[config.mk]
export PLATFORM = sky130hd
export DESIGN_NAME = egress_port
export DESIGN_NICKNAME = d
export VERILOG_FILES = /design/src/rtl/egress_port.sv
export SDC_FILE = /design/constraint.sdc
export NUM_CORES = 1
export LEC_CHECK = 0
export BUFFER_PORTS_ARGS = -buffer_cell sky130_fd_sc_hd__buf_4
export CAP_MARGIN = 20
export CORE_UTILIZATION = 55
export CTS_CLUSTER_SIZE = 20
export DETAILED_ROUTE_END_ITERATION = 10
export PLACE_DENSITY = 0.82
export SYNTH_ARGS = -nofsm -noshare
export SYNTH_HDL_FRONTEND = slang
export SYNTH_SLANG_ARGS = --single-unit
[constraint.sdc]
create_clock -name clk -period 4.1 [get_ports clk]
set_clock_uncertainty 0.1 [all_clocks]
set_input_delay 0.615 -clock clk [delete_from_list [all_inputs] [get_ports clk]]
set_output_delay 0.615 -clock clk [all_outputs]
set_load 0.01 [all_outputs]
[src/rtl/egress_port.sv]
// Egress port: buffers packets routed to this output from the crossbar and
// presents them downstream with a valid/ready handshake. Counts discarded
// packets and flags a downstream stall that lasts too long.
module egress_port #(
   parameter int PORT_ID      = 0,
   parameter int DEPTH        = 4,
   parameter int PACKET_WIDTH = 16,
   parameter int STALL_LIMIT  = 15
) (
   input  logic                      clk,
   input  logic                      rst_n,
   input  logic                      xbar_valid,
   input  logic [PACKET_WIDTH-1:0]   xbar_data,
   input  logic [1:0]                xbar_src,
   output logic                      egress_full,
   output logic                      out_valid,
   output logic [PACKET_WIDTH-1:0]   out_data,
   output logic [1:0]                out_src,
   input  logic                      out_ready,
   output logic [$clog2(DEPTH):0]    occupancy,
   output logic [7:0]                drop_count,
   output logic                      stall_err
);

   localparam int AW = $clog2(DEPTH);
   localparam int CW = AW + 1;
   localparam int SW = (STALL_LIMIT < 1) ? 1 : $clog2(STALL_LIMIT + 1);
   localparam int EW = PACKET_WIDTH + 2;

   typedef enum logic {
      IDLE,
      PRESENT
   } state_t;

   state_t        state_q, state_d;
   logic [AW-1:0] wr_ptr_q, wr_ptr_d;
   logic [AW-1:0] rd_ptr_q, rd_ptr_d;
   logic [CW-1:0] occ_q, occ_d;
   logic [7:0]    drop_q, drop_d;
   logic [SW-1:0] stall_cnt_q, stall_cnt_d;
   logic          stall_err_q, stall_err_d;
   logic [EW-1:0] mem_q [DEPTH];

   logic full;
   logic target_hit;
   logic accept;
   logic pop;

   // Full is decoded from the registered count only, so it has no path from xbar_* or out_ready.
   assign full       = (occ_q == CW'(DEPTH));
   assign target_hit = xbar_data[4 + PORT_ID];
   assign accept     = xbar_valid & target_hit & ~full;
   assign pop        = (state_q == PRESENT) & out_ready;

   // Buffer pointers, occupancy and saturating drop counter.
   always_comb begin
      wr_ptr_d = wr_ptr_q;
      rd_ptr_d = rd_ptr_q;
      occ_d    = occ_q;
      drop_d   = drop_q;
      if (accept) wr_ptr_d = wr_ptr_q + AW'(1);
      if (pop)    rd_ptr_d = rd_ptr_q + AW'(1);
      case ({accept, pop})
         2'b10:   occ_d = occ_q + CW'(1);
         2'b01:   occ_d = occ_q - CW'(1);
         default: occ_d = occ_q;
      endcase
      if (xbar_valid && !accept && (drop_q != 8'hFF)) drop_d = drop_q + 8'd1;
   end

   // Output FSM next state plus stall supervision.
   always_comb begin
      state_d     = state_q;
      stall_cnt_d = '0;
      case (state_q)
         IDLE:    if (occ_q != '0) state_d = PRESENT;
         PRESENT: if (pop && (occ_q <= CW'(1))) state_d = IDLE;
         default: state_d = IDLE;
      endcase
      if ((state_q == PRESENT) && !out_ready) begin
         stall_cnt_d = (stall_cnt_q == SW'(STALL_LIMIT)) ? stall_cnt_q : stall_cnt_q + SW'(1);
      end
      stall_err_d = stall_err_q | (stall_cnt_d == SW'(STALL_LIMIT));
   end

   // Control state registers with asynchronous reset.
   always_ff @(posedge clk or negedge rst_n) begin
      if (!rst_n) begin
         state_q     <= IDLE;
         wr_ptr_q    <= '0;
         rd_ptr_q    <= '0;
         occ_q       <= '0;
         drop_q      <= '0;
         stall_cnt_q <= '0;
         stall_err_q <= 1'b0;
      end else begin
         state_q     <= state_d;
         wr_ptr_q    <= wr_ptr_d;
         rd_ptr_q    <= rd_ptr_d;
         occ_q       <= occ_d;
         drop_q      <= drop_d;
         stall_cnt_q <= stall_cnt_d;
         stall_err_q <= stall_err_d;
      end
   end

   // Packet storage; contents are intentionally not reset.
   always_ff @(posedge clk) begin
      if (accept) mem_q[wr_ptr_q] <= {xbar_src, xbar_data};
   end

   assign egress_full           = full;
   assign out_valid             = (state_q == PRESENT);
   assign {out_src, out_data}   = mem_q[rd_ptr_q];
   assign occupancy             = occ_q;
   assign drop_count            = drop_q;
   assign stall_err             = stall_err_q;

endmodule

* Word-level counts from Yosys, hierarchy flattened
Memories as Yosys holds them, arrays and structs flattened.
Index checks and enable logic that the tools add are counted.
Widths: inputs -> output; s select.
** Word-level totals
- Bits in registers :: 21
- Bits in writable memories :: 72
- Word-level logic and storage cells :: 43
- Memories :: 1
** Memory list
- mem_q :: depth 4, width 18, read ports 1, clocked after Yosys merged registers in 0, wr ports 1, line 42 : logic [EW-1:0] mem_q [DEPTH];
** Operators by class
- Add/subtract/negate cells :: 6
- $lt $le $gt $ge :: 1
- Equality and inequality tests :: 6
- Muxes and demuxes :: 8
- Bitwise gates (word level) :: 6
- Reductions and logical operators :: 8
** Operators with widths (count)
- $add 8x1->8 const B :: 1
- $eq 4x4->1 const B :: 2
- $mux 4 :: 2
- $ne 8x8->1 const B :: 1
- $pmux 3 s2 :: 1
- $add 2x1->2 const B :: 2
- $add 4x1->4 const B :: 1
- $logic_and 1x1->1 :: 4
- $mux 1 :: 4
- $add 3x1->3 const B :: 1
- $and 1x1->1 :: 3
- $eq 3x3->1 const B :: 1
- $le 3x1->1 const B :: 1
- $reduce_bool 3->1 :: 1
- $sub 3x1->3 const B :: 1
- $eq 2x1->1 const B :: 1
- $eq 2x2->1 const B :: 1
- $logic_not 1->1 :: 2
- $not 1->1 :: 2
- $pmux 1 s2 :: 1
- $reduce_bool 2->1 :: 1
- $or 1x1->1 :: 1

* Longest topological paths before layout
- Depth in word-level cells :: 6
- Gate-level depth with buffers :: 10
- Depth with buffers taken out :: 9

* Worst setup path before layout
No wires, ideal clock.
- Path type :: register to register
- From :: reg occ_q[0], in the netlist occupancy[0]
- To :: mem mem_q[0][0] in the netlist's numbering (enable)
- Library setup time :: 0.376 ns
- Data arrival time :: 1.731 ns
- Required time :: 3.624 ns
- Setup slack :: 1.893 ns
- Stages on the path, launching flop included :: 7
- Buffers on the path :: 1
- Clock period less this slack :: 2.207 ns
- Cells stage by stage :: dfrtp_1 inv_1 ha_1 nand2_1 and3_1 clkbuf_1 and2_1
** On the way
- Word-level cells in the longest chain between the ends :: 5
** Ends and longest elaborated chain
- start, declared :: line 38 : logic [CW-1:0] occ_q, occ_d;
- start signal, assigned :: line 92 : occ_q <= '0;
- start signal, assigned :: line 100 : occ_q <= occ_d;
- $eq 3x3->1 :: line 50 : assign full = (occ_q == CW'(DEPTH));
- $not 1->1 :: line 52 : assign accept = xbar_valid & target_hit & ~full;
- $and 1x1->1 :: line 52
- $mux 1 :: line 109 : if (accept) mem_q[wr_ptr_q] <= {xbar_src, xbar_data};
- $mux 1 (implied by the code) :: line 109
- end, declared :: line 42
No other way between the ends.

* Worst setup path after layout
- From :: reg rd_ptr_q[1]
- To :: out out_src[1]
** On the way
- Word-level cells in the longest chain between the ends :: 1
** Ends and longest elaborated chain
- start, declared :: line 37 : logic [AW-1:0] rd_ptr_q, rd_ptr_d;
- start signal, assigned :: line 99 : rd_ptr_q <= rd_ptr_d;
- $mem_v2 4x18
- end, declared :: line 18 : output logic [1:0] out_src,
No other way between the ends.

==> impl_metrics.py <==
metrics = {
    "clock_network": {
        "clockBufferDepth": 2,
        "cts_hold_buffers": 0,
        "cts_setup_buffers": 0,
        "clk_slew_on_worst_s_h_paths_ns": 0.09,
        "post_cts_resized": 0,
        "buffer_type_at_the_clock_tree_root": "sky130_fd_sc_hd__clkbuf_8",
        "cts_inserted_buffers": 9,
        "worstSkewPairLatency_ns": 0.35,
        "htreeDepth": 3,
        "cts_tree": "done",
        "cts_num_sinks": 93,
    },
    "synthesis": {
        "ys_warn_count": 0,
        "synth.lib_cells_used.distinct": 33,
        "synth_common_cells": "sky130_fd_sc_hd__edfxtp_1, sky130_fd_sc_hd__dfrtp_1, sky130_fd_sc_hd__mux4_2",
        "syn_nets": 240,
        "postSynthCellCount": 207,
        "synth_area_mm2": 0.00376,
        "synth.yosys.seq_area_share": 0.715,
        "yosys.area.top_type": "sky130_fd_sc_hd__edfxtp_1",
        "async_reset_ff_frac": 0.226,
        "synth.top_cell.area_share": 0.575,
        "synth-main-ff-cell": "sky130_fd_sc_hd__edfxtp_1",
        "yosys_reg_bits": 93,
        "synth_edf_count": 72,
        "synth_top_cells_by_area": "sky130_fd_sc_hd__edfxtp_1, sky130_fd_sc_hd__dfrtp_1, sky130_fd_sc_hd__mux4_2, sky130_fd_sc_hd__ha_1, sky130_fd_sc_hd__xnor2_1",
        "synthMostInstantiatedCell": "sky130_fd_sc_hd__edfxtp_1",
        "postSynthAreaPerCell_um2": 18.2,
    },
    "routing": {
        "routedWlPerCell_um": 16.9,
        "drcViolationCount": 0,
        "drt.antenna.violating_nets": 0,
        "drt-pass1-iter-count": 6,
        "drtIter0Drc": 93,
        "avgViaCountPerCell": 5.50,
        "routed_via_count": 1920,
        "postRouteWirelength_mm": 5.91,
    },
    "timing": {
        "max_slew_margin": 0.392,
        "final_period_minus_worst_setup_slack_ns": 2.62,
        "achievable-frequency_mhz": 381,
        "grt_setup_unrepaired": "no",
        "timing.final.max_slew_violations": 0,
        "post-route-period-util": 0.640,
        "worst_pin_slew_ns": 0.911,
        "setup-tns-final_ns": 0,
        "finalSetupViolCount": 0,
        "final_hold_viol_count": 0,
    },
    "worst_setup_path": {
        "delay_of_the_slowest_cell_on_the_worst_path_ns": 0.95,
        "crit_chain": "mux4_2 > buf_4",
        "path_class": "flop to primary output",
        "crit_required_ns": 3.38,
        "critPathLaunchType": "flop",
        "worstSetupEndpointType": "primary output",
        "worstPathMaxFanout": 19,
        "cp_data_arrival_time_ns": 1.91,
        "critPathSlowestCell": "sky130_fd_sc_hd__dfrtp_1",
    },
    "floorplanning": {
        "ioPinCount": 54,
        "design.die.area_mm2": 0.00717,
        "die-width_um": 84.7,
        "std_cell_rows": 29,
        "design.core.area_mm2": 0.00646,
        "initial_core_util": 0.582,
        "die_h_um": 84.7,
    },
    "power_and_ir_drop": {
        "power.density_mw_per_mm2": 633,
        "leakage_nw": 1.69,
        "post_layout_total_power_mw": 2.79,
        "ir_drop_mv": 0.379,
    },
    "grt": {
        "grt_max_degree": 22,
        "grt_use_total": 0.183,
        "grt_use_met2": 0.298,
        "gr-total-overflow": 0,
        "grt_pass1_wl_mm": 9.56,
        "number_of_global_route_vias_before_repair": 1966,
        "globalRoute.busiestLayer": "met2",
        "grt_use_met3": 0.0324,
        "grtUsageMet1": 0.232,
        "number_of_antenna_violations_at_the_first_check_in_global_routing": 0,
    },
    "placement": {
        "numPortBuffers": 53,
        "dpl_wire_length_mm": 3.94,
        "place_congestion": 0.740,
    },
    "cells_and_area": {
        "area.growth.synth_to_final_pct": 17.4,
        "final_layout_size_suffix_gt1_frac": 0.346,
        "num_antenna_cells": 0,
        "design.final.nets": 300,
    },
    "run": {
        "max-cap-violations": 0,
    },
    "worst_hold_path": {
        "timing.hold.worst.class": "primary input to asynchronous set/reset pin",
    },
    "status": {
        "result_of_the_run": "complete, no violations",
    },
}
placed cells by master (no fill, tap or decap), types with 4 or more instances in the layout:
master / count
sky130_fd_sc_hd__and2_1: 4
sky130_fd_sc_hd__buf_4: 54
sky130_fd_sc_hd__clkbuf_8: 9
sky130_fd_sc_hd__dfrtp_1: 21
sky130_fd_sc_hd__edfxtp_1: 72
sky130_fd_sc_hd__ha_1: 11
sky130_fd_sc_hd__inv_1: 10
sky130_fd_sc_hd__inv_6: 4
sky130_fd_sc_hd__mux4_2: 18
sky130_fd_sc_hd__nand2_1: 9
sky130_fd_sc_hd__nor2_1: 12
sky130_fd_sc_hd__o21ai_0: 4
sky130_fd_sc_hd__xnor2_1: 7
sky130_fd_sc_hd__xor2_1: 5
registers in the layout, indices dropped and copies added, names as in the netlist:
name	cells
mem_q	72
drop_count	8
stall_cnt_q	4
occupancy	3
rd_ptr_q	2
wr_ptr_q	2
out_valid	1
stall_err	1
path summary, 6_finish.rpt:
kind | startpoint | end | slack, ns | depth (start not counted)
worst max register to register | occupancy[0] | mem_q[1][2] | 1.67 | 5
max in group asynchronous | rst_n | rd_ptr_q[1] | 3.65 | 1
worst min-delay path | rst_n | stall_cnt_q[0] | 0.03 | 1
worst max-delay path | rd_ptr_q[1] | out_src[1] | 1.48 | 2
min in group clk | xbar_data[14] | mem_q[2][14] | 0.36 | 1
worst min register to register | stall_err | stall_err | 0.38 | 2
area by class of cell:
type,instances,area (um^2)
sequential,93,2690
clock inverter,7,56.3
tap,77,96.3
inverter,10,37.5
clock buffer,9,124
timing repair buffer,54,405
fill,449,2040
multi-input combinational,99,1010
logic make-up after synthesis:
| logic type | count (synthesis) | synth area share |
|---|---|---|
| AO/OA/AOI/OAI | 11 | 0.0250 |
| XOR/XNOR | 12 | 0.0279 |
| adder cells (fa/ha/maj) | 11 | 0.0366 |
| buffers and inverters | 15 | 0.0170 |
| flip-flops | 93 | 0.715 |
| multiplexers | 24 | 0.125 |
| AND/OR/NAND/NOR | 41 | 0.0542 |
report_power, final:
part	internal, mW	switching (mW)	leakage (nW)
Sequential	1.18	0.155	0.909
Clock	0.229	0.321	0.0926
Combinational	0.501	0.411	0.693
per-layer routing:
metal  share of wire  vias to the layer above  wire (um)
met1            0.43                      952       2540
met3           0.041                        8        242
met5               0                        -          0
met4           0.017                        0         99
met2            0.51                       51       3030
li1                -                      909          -
critical path: cells and delay by family (launching register included):
kind,cells,cell delay (ns)
DFF,1,0.95
buffers and inverters,1,0.17
muxes,1,0.45
through the flow:
stage | std cells | utilization | worst slack [ns] | hold WS (ns) | area, um^2
after floorplan | 207 | - | 1.89 | 0.219 | 3760
after global placement | 333 | 0.656 | 1.74 | 0.361 | 4240
after detailed placement | 333 | 0.656 | 1.63 | 0.365 | 4240
after CTS | 349 | 0.684 | 1.47 | 0.0219 | 4420
after global routing | 349 | 0.684 | 1.44 | 0.0333 | 4420
final | 349 | 0.684 | 1.48 | 0.0294 | 4420
(Power assumes the default switching activity.)
